--- src/rtl/seg_scan_ctrl_pkg.sv ---
// Shared types and constants for the four-digit 7-segment scan controller.
// Segment patterns are active-low, ordered {g,f,e,d,c,b,a}.
package seg_scan_pkg;

    typedef enum logic {
        BLANK = 1'b0,
        DRIVE = 1'b1
    } state_t;

    typedef struct packed {
        logic [15:0] value;
        logic [3:0]  dots;
        logic [3:0]  en;
    } disp_buf_t;

    localparam logic [6:0] SEG_OFF = 7'h7F;
    localparam logic [3:0] AN_OFF  = 4'hF;

    localparam logic [6:0] HEX_SEG [16] = '{
        7'h40, 7'h79, 7'h24, 7'h30, 7'h19, 7'h12, 7'h02, 7'h78,
        7'h00, 7'h10, 7'h08, 7'h03, 7'h46, 7'h21, 7'h06, 7'h0E
    };

endpackage

--- src/rtl/seg_scan_ctrl_if.sv ---
// Load port between game/score logic (master) and the scan controller (slave).
interface seg_scan_ctrl_if;
    logic        load;
    logic [15:0] value;
    logic [3:0]  dots;
    logic [3:0]  digit_en;
    logic        pending;
    logic        frame_done;

    modport master (
        output load, value, dots, digit_en,
        input  pending, frame_done
    );

    modport slave (
        input  load, value, dots, digit_en,
        output pending, frame_done
    );
endinterface

--- src/rtl/seg_scan_ctrl_hex2seg.sv ---
// Combinational hex nibble to active-low 7-segment pattern.
module hex2seg
    import seg_scan_pkg::*;
(
    input  logic [3:0] nibble,
    output logic [6:0] seg
);
    assign seg = HEX_SEG[nibble];
endmodule

--- src/rtl/seg_scan_ctrl.sv ---
// Round-robin anode scanner with per-slot blanking guard and frame-aligned double buffer.
// Optional macro SEG_SCAN_LZ_BLANK_EN enables leading-zero suppression on digits 3..1.
module seg_scan_ctrl
    import seg_scan_pkg::*;
#(
    parameter int SLOT_CYCLES  = 100_000,
    parameter int BLANK_CYCLES = 1_000
) (
    input  logic              clk,
    input  logic              rst_n,
    seg_scan_ctrl_if.slave    bus,
    output logic [3:0]        an,
    output logic [6:0]        seg,
    output logic              dp
);
    localparam int CNT_W = (SLOT_CYCLES > 2) ? $clog2(SLOT_CYCLES) : 1;
    localparam logic [CNT_W-1:0] BLANK_LAST = CNT_W'(BLANK_CYCLES - 1);
    localparam logic [CNT_W-1:0] SLOT_LAST  = CNT_W'(SLOT_CYCLES - 1);

    state_t           state_q, state_d;
    logic [CNT_W-1:0] cnt_q, cnt_d;
    logic [1:0]       idx_q, idx_d;
    disp_buf_t        act_q, pend_q, load_buf;
    logic             pending_q;
    logic             boundary;
    logic [3:0]       suppress;
    logic [3:0]       nibble;
    logic [6:0]       dec_seg;
    logic [3:0]       an_d;
    logic [6:0]       seg_d;
    logic             dp_d;

    assign load_buf    = {bus.value, bus.dots, bus.digit_en};
    assign nibble      = act_q.value[{idx_q, 2'b00} +: 4];
    assign bus.pending = pending_q;

    hex2seg u_hex2seg (
        .nibble (nibble),
        .seg    (dec_seg)
    );

`ifdef SEG_SCAN_LZ_BLANK_EN
    // A digit is a leading zero only if every digit to its left is one too.
    always_comb begin
        suppress    = 4'b0000;
        suppress[3] = (act_q.value[15:12] == 4'h0);
        suppress[2] = suppress[3] && (act_q.value[11:8] == 4'h0);
        suppress[1] = suppress[2] && (act_q.value[7:4] == 4'h0);
    end
`else
    assign suppress = 4'b0000;
`endif

    always_ff @(posedge clk or negedge rst_n) begin
        if (!rst_n) begin
            state_q <= BLANK;
            cnt_q   <= '0;
            idx_q   <= '0;
        end else begin
            state_q <= state_d;
            cnt_q   <= cnt_d;
            idx_q   <= idx_d;
        end
    end

    always_comb begin
        state_d  = state_q;
        cnt_d    = cnt_q + 1'b1;
        idx_d    = idx_q;
        an_d     = AN_OFF;
        seg_d    = SEG_OFF;
        dp_d     = 1'b1;
        boundary = 1'b0;
        case (state_q)
            BLANK: begin
                if (cnt_q == BLANK_LAST) state_d = DRIVE;
            end
            DRIVE: begin
                if (act_q.en[idx_q] && !suppress[idx_q]) begin
                    an_d  = ~(4'b0001 << idx_q);
                    seg_d = dec_seg;
                    dp_d  = ~act_q.dots[idx_q];
                end
                if (cnt_q == SLOT_LAST) begin
                    state_d  = BLANK;
                    cnt_d    = '0;
                    idx_d    = idx_q + 2'd1;
                    boundary = (idx_q == 2'd3);
                end
            end
            default: state_d = BLANK;
        endcase
    end

    // A load landing on the boundary cycle bypasses the pending buffer entirely.
    always_ff @(posedge clk or negedge rst_n) begin
        if (!rst_n) begin
            act_q          <= '0;
            pend_q         <= '0;
            pending_q      <= 1'b0;
            an             <= AN_OFF;
            seg            <= SEG_OFF;
            dp             <= 1'b1;
            bus.frame_done <= 1'b0;
        end else begin
            an             <= an_d;
            seg            <= seg_d;
            dp             <= dp_d;
            bus.frame_done <= boundary;
            if (bus.load) begin
                if (boundary) begin
                    act_q     <= load_buf;
                    pending_q <= 1'b0;
                end else begin
                    pend_q    <= load_buf;
                    pending_q <= 1'b1;
                end
            end else if (boundary && pending_q) begin
                act_q     <= pend_q;
                pending_q <= 1'b0;
            end
        end
    end

endmodule
--- src/flat_wrapper.sv ---
// flat-port wrapper written by rule: the top's interface ports become plain ports
module seg_scan_ctrl_flat import seg_scan_pkg::*;
#(
    parameter int SLOT_CYCLES  = 100_000,
    parameter int BLANK_CYCLES = 1_000
)
  (clk, rst_n, an, seg, dp, bus_load, bus_value, bus_dots, bus_digit_en, bus_pending, bus_frame_done);
  seg_scan_ctrl_if bus_i ();
  input  logic clk;
  input  logic rst_n;
  output logic [3:0] an;
  output logic [6:0] seg;
  output logic dp;
  input wire logic [$bits(bus_i.load)-1:0] bus_load;
  input wire logic [$bits(bus_i.value)-1:0] bus_value;
  input wire logic [$bits(bus_i.dots)-1:0] bus_dots;
  input wire logic [$bits(bus_i.digit_en)-1:0] bus_digit_en;
  output wire logic [$bits(bus_i.pending)-1:0] bus_pending;
  output wire logic [$bits(bus_i.frame_done)-1:0] bus_frame_done;
  assign bus_i.load = bus_load;
  assign bus_i.value = bus_value;
  assign bus_i.dots = bus_dots;
  assign bus_i.digit_en = bus_digit_en;
  assign bus_pending = bus_i.pending;
  assign bus_frame_done = bus_i.frame_done;
  seg_scan_ctrl #(.SLOT_CYCLES(SLOT_CYCLES), .BLANK_CYCLES(BLANK_CYCLES)) u_core (.clk(clk), .rst_n(rst_n), .bus(bus_i), .an(an), .seg(seg), .dp(dp));
endmodule
--- config.mk ---
export PLATFORM = sky130hd
export DESIGN_NAME = seg_scan_ctrl_flat
export DESIGN_NICKNAME = d
export VERILOG_FILES = /design/src/rtl/seg_scan_ctrl_pkg.sv /design/src/rtl/seg_scan_ctrl_if.sv /design/src/rtl/seg_scan_ctrl_hex2seg.sv /design/src/rtl/seg_scan_ctrl.sv /design/src/flat_wrapper.sv
export SDC_FILE = /design/constraint.sdc
export NUM_CORES = 1
export LEC_CHECK = 0
export BUFFER_PORTS_ARGS = -buffer_cell sky130_fd_sc_hd__buf_2
export CAP_MARGIN = 20
export CORE_UTILIZATION = 50
export DETAILED_ROUTE_END_ITERATION = 10
export GPL_TIMING_DRIVEN = 0
export PLACE_DENSITY_LB_ADDON = 0.1
export SLEW_MARGIN = 20
export SYNTH_ARGS = -nofsm -noshare
export SYNTH_HDL_FRONTEND = slang
export SYNTH_HIERARCHICAL = 1
export SYNTH_SLANG_ARGS = --single-unit
--- constraint.sdc ---
create_clock -name clk -period 3.6 [get_ports clk]
set_input_delay 0.36 -clock clk [delete_from_list [all_inputs] [get_ports clk]]
set_output_delay 0.36 -clock clk [all_outputs]
set_load 0.005 [all_outputs]
==> metrics.txt, run 1 <==
PD cells 362.1 nW/um2; largest net degree at the start of global routing 55; Final Max Tran Viols 0; Commonest cells post-synth dfrtp_1 (70), inv_1 (25), mux2_2 (25); Yosys top cell area share 41.21%; hold_ws 245.6 ps; clock sink total 82; Most Frequent Cell on Critical Path buf_4; worst hold path class in -> reg; crit-path max cell delay 380 ps; I/O Buffers 40; Die Y-Extent 94.20 um; yosys warns 6; Syn Nets 414; RSZ-0062 raised after global routing no; Vias/cell 5.794; Yosys top cell by area dfrtp_1; Post-Synth Adder-Cell Area 3.533%; Starting Density 51.73%; postcts setup bufs 0; setup_tns 0 ps; root buf cell clkbuf_8; residual DRC count 0; total core area 8217 um2; GR Overflow Total 0; Final Cell Area 4805 um2; layout cell share with drive strength beyond 1 28.87%; Tot Pwr 1.740 mW; initial antenna violation count 0; kind of cell adding the most delay to the critical path buffers and inverters; remaining antenna violation count 0; Syn Inst Count 375; Worst-Skew Late Latency 350 ps; Bufs and invs on worst path 3; Netlist cell types 48; synth top area cells dfrtp_1 (41%), dfstp_2 (7.4%), mux2_2 (6.6%); vias in the first global route 3038; Max-cap violations 0; # IOs 41; Mean Syn Cell Area 11.33 um2; WL/cell 17.16 um; simple-gate share of the synthesized area 14.13%; Worst Path Arrival 2670 ps; Final Hold Fails 0; Post-Syn Area 4250 um2; GRT Total Usage 22.93%; worst-path cell chain ha_1 > and4_1 > buf_2 > nand3_1 > buf_4 > o21ai_2 > buf_4 > mux2_2; FFs w/ async S/R, synth 100.0%; Fillers 710; status finished, final reports clean; diode count 0; #FFs+latches synth 82; Worst-Margin Slew 548.3 ps; crit-path max FO 10; vias post-DR 3117; clock buffer depth 2; post_cts resized 0; Final GP Congestion 0.7805; minimum clock period 2443 ps; Worst slew margin 63.45%; slowest cell on the critical path dfrtp_1; CP Capture Type register; 1st-iter DRT viols 209; multiplexer area fraction after synthesis 11.98%; Total Nets Final 467; Layout area overhead 13.04%; Post-synth EDFFs 0; first-pass GRT wire length 15.50 mm; final WL 9.231 mm; CP Class reg -> reg; Die Area 8874 um2; Pleak 2.019 nW; clock slew at reported path FFs 80 ps; TritonCTS Buffers 9; CTS tree done; H-tree Lvls 3; final setup fails 0; Crit path required time 3830 ps; max frequency 409.4 MHz; Synth Area in XOR/XNOR 2.885%; Top FF cell, synth dfrtp_1; register area share after synthesis 48.63%; count leader, synth dfrtp_1; die width 94.20 um; First-pass DRT Iterations 4; Clock Skew 10.74 ps; worst vdd ir 0.0001789 V; complex-gate fraction of the synthesized area 13.39%; period utilization 67.85%; Placed Area 4612 um2; largest family of logic cells by synthesized area simple AND/OR/NAND/NOR gates; Startpoint Class register; DP HPWL 6.567 mm; standard-cell rows 33
## registers in the layout (all words and copies together) (netlist names)
name and count:
u_core/state_q 1, u_core/pend_q 24, u_core/bus.pending 1, u_core/cnt_q 17, u_core/idx_q 2, u_core/dp 1, u_core/an 4, u_core/seg 7
u_core/act_q 24, u_core/bus.frame_done 1
## routing by layer
layer	share of wire [%]	track usage (%)
met5	0	0
met1	47	32.53
met4	0.92	8.462
met2	47	34.84
met3	4.6	4.288
## where the power goes
group,internal [mW],switching [mW],total (mW)
logic,0.0662,0.0719,0.138
clock network,0.287,0.332,0.620
registers,0.958,0.0234,0.982
total,1.31,0.428,1.74
## cell usage in the layout (no fill, tap or decap), drive strengths merged, types with 8 or more instances in the layout
cell type	synthesis	final
clkbuf	15	27
o41ai	15	15
nor2	17	17
a21oi	17	17
nor3	8	8
mux2	25	25
ha	12	12
nand2	16	16
nand3	8	8
buf	13	54
or3	15	15
xnor2	11	11
nand2b	10	10
inv	25	25
dfstp	12	12
a211oi	15	15
dfrtp	70	70
## cell families (layout without fill, tap and decap cells)
| group | Yosys count | after routing |
|---|---|---|
| mux | 39 | 39 |
| flops | 82 | 82 |
| compound gates | 74 | 74 |
| simple gates | 101 | 101 |
| buf+inv | 53 | 111 |
| xor+xnor | 14 | 14 |
| fa+ha+maj | 12 | 12 |
## worst paths after layout
kind	start	endpoint	slack, ps	cells after the start
max	u_core/cnt_q[0]	u_core/pend_q[18]	1160	8
min	bus_value[8]	u_core/act_q[16]	250	3
max reg2reg	u_core/cnt_q[0]	u_core/pend_q[18]	1160	8
min reg2reg	u_core/cnt_q[0]	u_core/cnt_q[0]	470	1
max in group asynchronous	rst_n	u_core/an[1]	2500	3
min in group asynchronous	rst_n	u_core/pend_q[6]	470	2
## layout make-up
cell class / count / area, um2 / share of cell area, %
clock buffers: 12 / 155.1 / 3.229
repair buffers: 42 / 240.2 / 5.000
multi-input cells: 240 / 1952 / 40.62
inverters: 25 / 93.84 / 1.953
plain buffers: 28 / 137.6 / 2.865
flip-flops and latches: 82 / 2067 / 43.02
well taps: 105 / 131.4 / 2.734
clock inverters: 4 / 27.53 / 0.5729
## tightest hold or removal path: cells and delay by family
| family | cells | cell delay (ps) |
|---|---|---|
| compound gates | 1 | 50 |
| buf+inv | 2 | 140 |
## per-stage QoR
stage / util (%) / instances / setup slack [ps]
after floorplan: - / 375 / 1478
after global placement: 55.76 / 520 / 1218
after detailed placement: 56.13 / 521 / 1168
after CTS: 58.47 / 538 / 1161
after global routing: 58.47 / 538 / 1008
final: 58.47 / 538 / 1157
## timing repair
item,CTS,global route
endpoints found under the hold margin,21,0
setup endpoints to repair,0,0
hold buffers,1,0
No activity file was read; power rests on OpenSTA's default activity.
==> run 2, diff against run 1 <==
- ABC_AREA: not set -> 1
- clock period: 3.6 -> 2.3 ns (I/O delays scaled with it)
==> run 2 against run 1 <==
Net effect: final area is 4.8% higher; worst hold slack worse by 130 ps; sequential cell count stayed put; clock-buffer cell count is 2 lower; critical endpoint is now u_core/seg[3].
==> metrics.txt, run 2 <==
Max-cap violations 0 (unchanged); die width 96 um (+1.9%); status finished, final reports clean; count leader, synth nand2_1; first-pass GRT wire length 15.84 mm (+2.2%); GRT Total Usage 22.38% (-0.55 points); Startpoint Class register; Most Frequent Cell on Critical Path nand2_1; RSZ-0062 raised after global routing no; root buf cell clkbuf_8; setup_tns 0 ps (unchanged); Worst slew margin 63.62% (+0.17 points); vias post-DR 3475 (+11%); Worst Path Arrival 2360 ps (-310 ps); Synth Area in XOR/XNOR 1.586% (-1.3 points); Final GP Congestion 0.8635 (+11%); #FFs+latches synth 82 (unchanged); Post-Layout Cell Count 682 (+27%); Mean Syn Cell Area 8.496 um2 (-25%); clock sink total 82 (unchanged); Crit path required time 2600 ps (-1230 ps); CTS tree done; Worst-Skew Late Latency 360 ps (about the same); slowest cell on the critical path dfrtp_1; TritonCTS Buffers 9 (unchanged); Pleak 2.612 nW (+29%); largest family of logic cells by synthesized area simple AND/OR/NAND/NOR gates; Final Hold Fails 0 (unchanged); final WL 9.098 mm (-1.4%); initial antenna violation count 0 (unchanged); placed insts 666 (+28%); PD cells 574.7 nW/um2 (+59%); crit-path max cell delay 480 ps (+100 ps); Post-Synth Adder-Cell Area 3.398% (-0.13 points); clock buffer depth 2 (unchanged); largest net degree at the start of global routing 57 (+3.6%); multiplexer area fraction after synthesis 6.117% (-5.9 points); worst-path cell chain clkinvlp_4 > o21ai_0 > o22ai_2 > inv_1 > ha_1 > nand2_1 > nand3_1 > nand2_1 > inv_1 > nand2_1; Syn Nets 559 (+35%); postcts setup bufs 0 (unchanged); synth top area cells dfrtp_1 (40%), nand2_1 (14%), nand3_1 (8.0%); minimum clock period 2061 ps (-381.6 ps); final setup fails 0 (unchanged); Layout area overhead 14.02%; Post-Syn Area 4418 um2 (+3.9%); Die Y-Extent 96 um (+1.9%); period utilization 89.61% (+22 points); FFs w/ async S/R, synth 100.0% (unchanged); complex-gate fraction of the synthesized area 3.427% (-10 points); WL/cell 13.34 um (-22%); Final Max Tran Viols 0 (unchanged); Netlist cell types 35 (-27%); R2R Setup Slk 240 ps (-920 ps); # IOs 41 (unchanged); crit-path max FO 15 (+5); H-tree Lvls 3 (unchanged); worst vdd ir 0.0003714 V (+110%); Yosys top cell by area dfrtp_1; Commonest cells post-synth nand2_1 (160), nand3_1 (71), dfrtp_1 (70); simple-gate share of the synthesized area 31.24% (+17 points); yosys warns 6 (unchanged); Largest regs u_core/act_q x24, u_core/pend_q x24, u_core/cnt_q x17; max frequency 485.2 MHz (+19%); remaining antenna violation count 0 (unchanged); most frequent cells in the layout nand2_1 (160), nand3_1 (71), dfrtp_1 (70), buf_2 (46), inv_1 (42); Worst-Margin Slew 545.7 ps (-2.523 ps); Syn Inst Count 520 (+39%); layout cell share with drive strength beyond 1 24.26% (-4.6 points); Vias/cell 5.095 (-12%); Top FF cell, synth dfrtp_1; Total Nets Final 611 (+31%); Die Area 9216 um2 (+3.9%); CP Class reg -> reg; I/O Buffers 40 (unchanged); worst hold path class in -> reg; DP HPWL 6.683 mm (+1.8%); Yosys top cell area share 39.65% (-1.6 points); vias in the first global route 3426 (+13%); most common cell after layout, fill and taps aside nand2_1; Clock Skew 14.79 ps (+4.054 ps); register area share after synthesis 46.79% (-1.8 points); First-pass DRT Iterations 5 (+1); standard-cell rows 33 (unchanged); GR Overflow Total 0 (unchanged); residual DRC count 0 (unchanged); Post-synth EDFFs 0 (unchanged); Starting Density 52.71% (+0.98 points); diode count 0 (unchanged); 1st-iter DRT viols 139 (-33%); clock slew at reported path FFs 90 ps (about the same); CP Capture Type register; total core area 8382 um2 (+2.0%)
-- run 2: critical path, delay by kind of cell (launching register included) --
| kind | cells | cell delay [ps] |
|---|---|---|
| DFF | 1 | 480 |
| AOI/OAI and AO/OA | 2 | 500 |
| adders and majority gates | 1 | 270 |
| buffers and inverters | 3 | 490 |
| and+or+nand+nor | 4 | 280 |
-- run 2: metrics by stage --
| stage | hold WS (ps) | util [%] | total power, mW | area, um2 | worst slack (ps) |
|---|---|---|---|---|---|
| 2_1_floorplan | -65.59 | - | 1.619 | 4418 | 288.2 |
| 3_3_place_gp | 449.6 | 56.67 | 1.699 | 4750 | -48.68 |
| 5_1_grt | 114.4 | 60.10 | 3.011 | 5037 | 21.42 |
| 3_5_place_dp | 172.6 | 57.02 | 1.709 | 4780 | -102.9 |
| 4_1_cts | 107.0 | 59.89 | 2.928 | 5020 | 58.11 |
| 6_report | 115.1 | 60.10 | 2.895 | 5037 | 239.0 |
-- run 2: power by group --
group / leakage, nW / switching, mW / internal, mW / total [mW]
sequential: 1.04 / 0.0175 / 1.48 / 1.50
combinational: 1.45 / 0.101 / 0.0837 / 0.185
clock: 0.115 / 0.560 / 0.655 / 1.21
total: 2.61 / 0.678 / 2.22 / 2.89
-- run 2: area by class of cell --
type | count | area (um2)
inverters | 49 | 188.9
repair buffers | 42 | 240.2
flip-flops and latches | 82 | 2067
plain buffers | 21 | 141.4
multi-input cells | 367 | 2034
well taps | 105 | 131.4
clock buffers | 10 | 137.6
clock inverters | 6 | 96.34
fillers | 777 | 3344
-- run 2: timing repair --
item                                    in CTS  in global routing
gates resized for setup                      0                  5
hold endpoints to repair                    14                  0
hold buffers                                 1                  0
endpoints found under the setup margin       6                  7
pin swaps                                    0                  0
-- run 2: layer usage --
metal / share of wire (%) / GRT usage [%]
met1: 50 / 30.39
met2: 46 / 36.47
met3: 3.4 / 3.633
met4: 1.1 / 7.338
met5: 0 / 0
-- run 2: cells by family after synthesis --
group / Yosys count
AO/OA/AOI/OAI: 28
adder cells (fa/ha/maj): 12
flip-flops: 82
XOR/XNOR: 8
multiplexers: 24
AND/OR/NAND/NOR: 295
buffers and inverters: 71
-- run 2: worst paths after layout --
| check | from | endpoint | cells past startpoint |
|---|---|---|---|
| max | u_core/idx_q[0] | u_core/seg[3] | 10 |
| min | bus_digit_en[2] | u_core/pend_q[2] | 3 |
| max reg2reg | u_core/idx_q[0] | u_core/seg[3] | 10 |
| min reg2reg | u_core/pend_q[3] | u_core/pend_q[3] | 2 |
| max in group asynchronous | rst_n | u_core/act_q[18] | 3 |
| min in group asynchronous | rst_n | u_core/cnt_q[13] | 2 |
==> run 3, diff against run 2 <==
- CORE_ASPECT_RATIO: not set -> 2
- CORE_UTILIZATION: 50 -> 30
- SYNTH_HIERARCHICAL: 1 -> not set
==> run 3 against run 2 <==
Net effect: register-to-register slack gained 80 ps; critical path depth grew 1; die area grew 63%; final area grew 2.3%; sequential cell count is the same; maximum frequency grew 4.0%; clock skew shrank 4.3 ps; critical endpoint is now u_core.seg[3]; largest power group is now clock; final cell count grew 11%; utilization shrank 24 points; power grew 12%.
==> metrics.txt, run 3 <==
Worst slew margin 53.06% (-11 points); crit-path max cell delay 460 ps (-20 ps); period utilization 86.13% (-3.5 points); initial antenna violation count 0 (unchanged); Worst-Margin Slew 704.1 ps (+158.3 ps); H-tree Lvls 3 (unchanged); Clk pwr share 47.9% (+6.0 points); global routing met3 resource utilization 2.625% (-1.0 points); die width 87.20 um (-9.2%); Hold EP u_core.pend_q[1]; Total Nets Final 600 (-1.8%); WL/cell 14.42 um (+8.1%); Crit path required time 2570 ps (-30 ps); most frequent cells in the layout nand2_1 (162), dfrtp_1 (70), buf_2 (52), nand3_1 (52), nor2_1 (39); clock buffer depth 2 (unchanged); I/O Buffers 40 (unchanged); Hold Path Depth 3 (unchanged); 1st-iter DRT viols 156 (+12%); Startpoint Class register; RSZ-0062 raised after global routing no; clock slew at reported path FFs 70 ps (-20 ps); critical hold path startpoint bus_digit_en[1]; met2 usage 30.61% (-5.9 points); # IOs 41 (unchanged); postcts setup bufs 0 (unchanged); CP Class reg -> reg; worst-path cell chain inv_2 > buf_2 > nand2_1 > nand3_1 > nand2_1 > inv_1 > ha_1 > inv_1 > a21oi_1 > nand2_1 > nand3_1; Post-Syn Area 4355 um2 (-1.4%); internal power 2.513 mW (+13%); root buf cell clkbuf_16; Top FF cell, synth dfrtp_1; First-pass DRT Iterations 4 (-1); PD cells 627.2 nW/um2 (+9.1%); Sw Ratio 22.21% (-1.2 points); post_cts resized 0 (unchanged); TritonCTS Buffers 9 (unchanged); CTS tree done; worst hold path class in -> reg; setup_tns 0 ps (unchanged); Final GP Congestion 0.8397 (-2.8%); most common cell after layout, fill and taps aside nand2_1; Clock Skew 10.46 ps (-4.328 ps); Syn Nets 547 (-2.1%); Worst Path Arrival 2250 ps (-110 ps); GRT Total Usage 16.25% (-6.1 points); Synth Area in XOR/XNOR 1.810% (+0.22 points); Reg2Reg Depth 11 (+1); remaining antenna violation count 0 (unchanged); combinational share of power 5.8% (-0.6 points); Post-Layout Cell Count 758 (+11%); sequential share of power 46.4% (-5.3 points); switching pwr 717.6 uW (+5.9%); Netlist cell types 33 (-5.7%); final WL 10.93 mm (+20%); #FFs+latches synth 82 (unchanged); clock sink total 82 (unchanged); vias in the first global route 3578 (+4.4%); status finished, final reports clean; met1 global-route usage 17.37% (-13 points); FFs w/ async S/R, synth 100.0% (unchanged); Max-cap violations 0 (unchanged); DP HPWL 8.343 mm (+25%); max frequency 504.8 MHz (+4.0%); standard-cell rows 62 (+88%); Post-synth EDFFs 0 (unchanged); R2R Setup Slk 320 ps (+80 ps); Yosys top cell area share 40.22% (+0.57 points); register area 2067 um2 (unchanged); Commonest cells post-synth nand2_1 (162), dfrtp_1 (70), nand3_1 (52); Die Y-Extent 172.4 um (+80%); first-pass GRT wire length 18.30 mm (+16%); Mean Syn Cell Area 8.557 um2 (+0.71%); yosys warns 0 (-6); Final Hold Fails 0 (unchanged); Vias/cell 4.566 (-10%); vias post-DR 3461 (-0.40%); CP Capture Type register; diode count 0 (unchanged); GR Overflow Total 0 (unchanged); RR Endpoint u_core.seg[3]; Die Area 15030 um2 (+63%); Syn Inst Count 509 (-2.1%); Worst-Skew Late Latency 340 ps (-20 ps); multi-input logic area 2006 um2 (-1.4%); largest net degree at the start of global routing 48 (-16%); crit-path max FO 11 (-4); placed insts 742 (+11%); multiplexer area fraction after synthesis 6.205% (+0.088 points); worst vdd ir 0.0003323 V (-11%); final setup fails 0 (unchanged); register area share after synthesis 47.46% (+0.67 points); synth top area cells dfrtp_1 (40%), nand2_1 (14%), dfstp_2 (7.2%); Final Max Tran Viols 0 (unchanged); Most Frequent Cell on Critical Path nand2_1; residual DRC count 0 (unchanged); total core area 14270 um2 (+70%); Layout area overhead 18.27%; worst r2r src u_core.idx_q[0]; Yosys top cell by area dfrtp_1; Starting Density 30.51% (-22 points); minimum clock period 1981 ps (-80.11 ps); layout cell share with drive strength beyond 1 24.03% (-0.24 points); Fillers 1523 (+96%); complex-gate fraction of the synthesized area 2.442% (-0.98 points); slowest cell on the critical path dfrtp_1; simple-gate share of the synthesized area 32.43% (+1.2 points); Largest regs u_core.act_q x24, u_core.pend_q x24, u_core.cnt_q x17; largest family of logic cells by synthesized area simple AND/OR/NAND/NOR gates; Pleak 2.541 nW (-2.7%); count leader, synth nand2_1; Post-Synth Adder-Cell Area 3.160% (-0.24 points); gr busiest metal met2
-- run 3: cell types whose count changed after synthesis, moves of 3 or more --
cell	before	now
inv_1	43	27
nand4_1	4	28
inv_2	5	8
clkbuf_1	5	1
nor2_4	5	2
nand3_1	71	52
o22ai_1	6	1
buf_2	7	13
nor2_1	29	39
o21ai_0	16	11
-- run 3: what timing repair did --
action	CTS	global route
hold buffers	1	0
hold endpoints to repair	35	0
endpoints found under the setup margin	0	0
-- run 3: area by class of cell --
class / count / area share (%)
multi-input cells: 369 / 38.94
well taps: 192 / 4.664
flip-flops and latches: 82 / 40.13
inverters: 35 / 2.550
plain buffers: 23 / 2.939
clock buffers: 9 / 4.372
clock inverters: 6 / 1.749
repair buffers: 42 / 4.664
-- run 3: power by group through the flow --
stage                     logic (mW)  registers (mW)  clock network (mW)
final                          0.186            1.50                1.55
after global routing           0.213            1.50                1.67
after CTS                      0.192            1.50                1.61
after detailed placement       0.189            1.52                   0
after global placement         0.181            1.52                   0
after floorplan               0.0993            1.52                   0
-- run 3: cell families (layout without fill, tap and decap cells) --
| kind of cell | count (synthesis) | in the layout |
|---|---|---|
| buffers and inverters | 58 | 115 |
| xor gates and xnor gates | 9 | 9 |
| adders and majority gates | 11 | 11 |
| muxes | 24 | 24 |
| DFF | 82 | 82 |
| and+or+nand+nor | 305 | 305 |
| AOI/OAI and AO/OA | 20 | 20 |
-- run 3: layer usage --
| layer | up-vias | part of all wire (%) |
|---|---|---|
| met5 | - | 0 |
| met4 | 0 | 2.7 |
| met3 | 19 | 2.3 |
| met2 | 63 | 56 |
| met1 | 1614 | 39 |
| li1 | 1765 | - |
-- run 3: worst max-delay path: cells and delay by family, from the launching register on --
family                   cells  cell delay, ps
flip-flops                   1             460
adder cells (fa/ha/maj)      1             220
AND/OR/NAND/NOR              5             480
buffers and inverters        4             530
AO/OA/AOI/OAI                1             210
-- run 3: how the worst max path moves through the flow --
stage / startpoint / to / slack [ps] / cells past startpoint
after global routing: u_core.idx_q[0] / u_core.seg[3] / 20 / 11
after CTS: u_core.idx_q[0] / u_core.seg[3] / 280 / 11
after global placement: rst_n / u_core.pend_q[16] / 220 / 1
after detailed placement: u_core.idx_q[0] / u_core.seg[3] / 300 / 11
after floorplan: u_core.idx_q[0] / u_core.seg[3] / 700 / 11
final: u_core.idx_q[0] / u_core.seg[3] / 320 / 11
-- run 3: through the flow --
step                instance area [um2]  utilization [%]  power, mW  hold slack (ps)  setup slack, ps
finish                             5151            36.09      3.231            134.1            319.1
global route                       5151            36.09      3.382            127.8            22.54
CTS                                5151            36.09      3.301            124.7            275.2
detailed placement                 4826            33.81      1.712            236.9            298.2
global placement                   4796            33.60      1.703            449.7            215.2
floorplan                          4355                -      1.619           -65.59            697.7
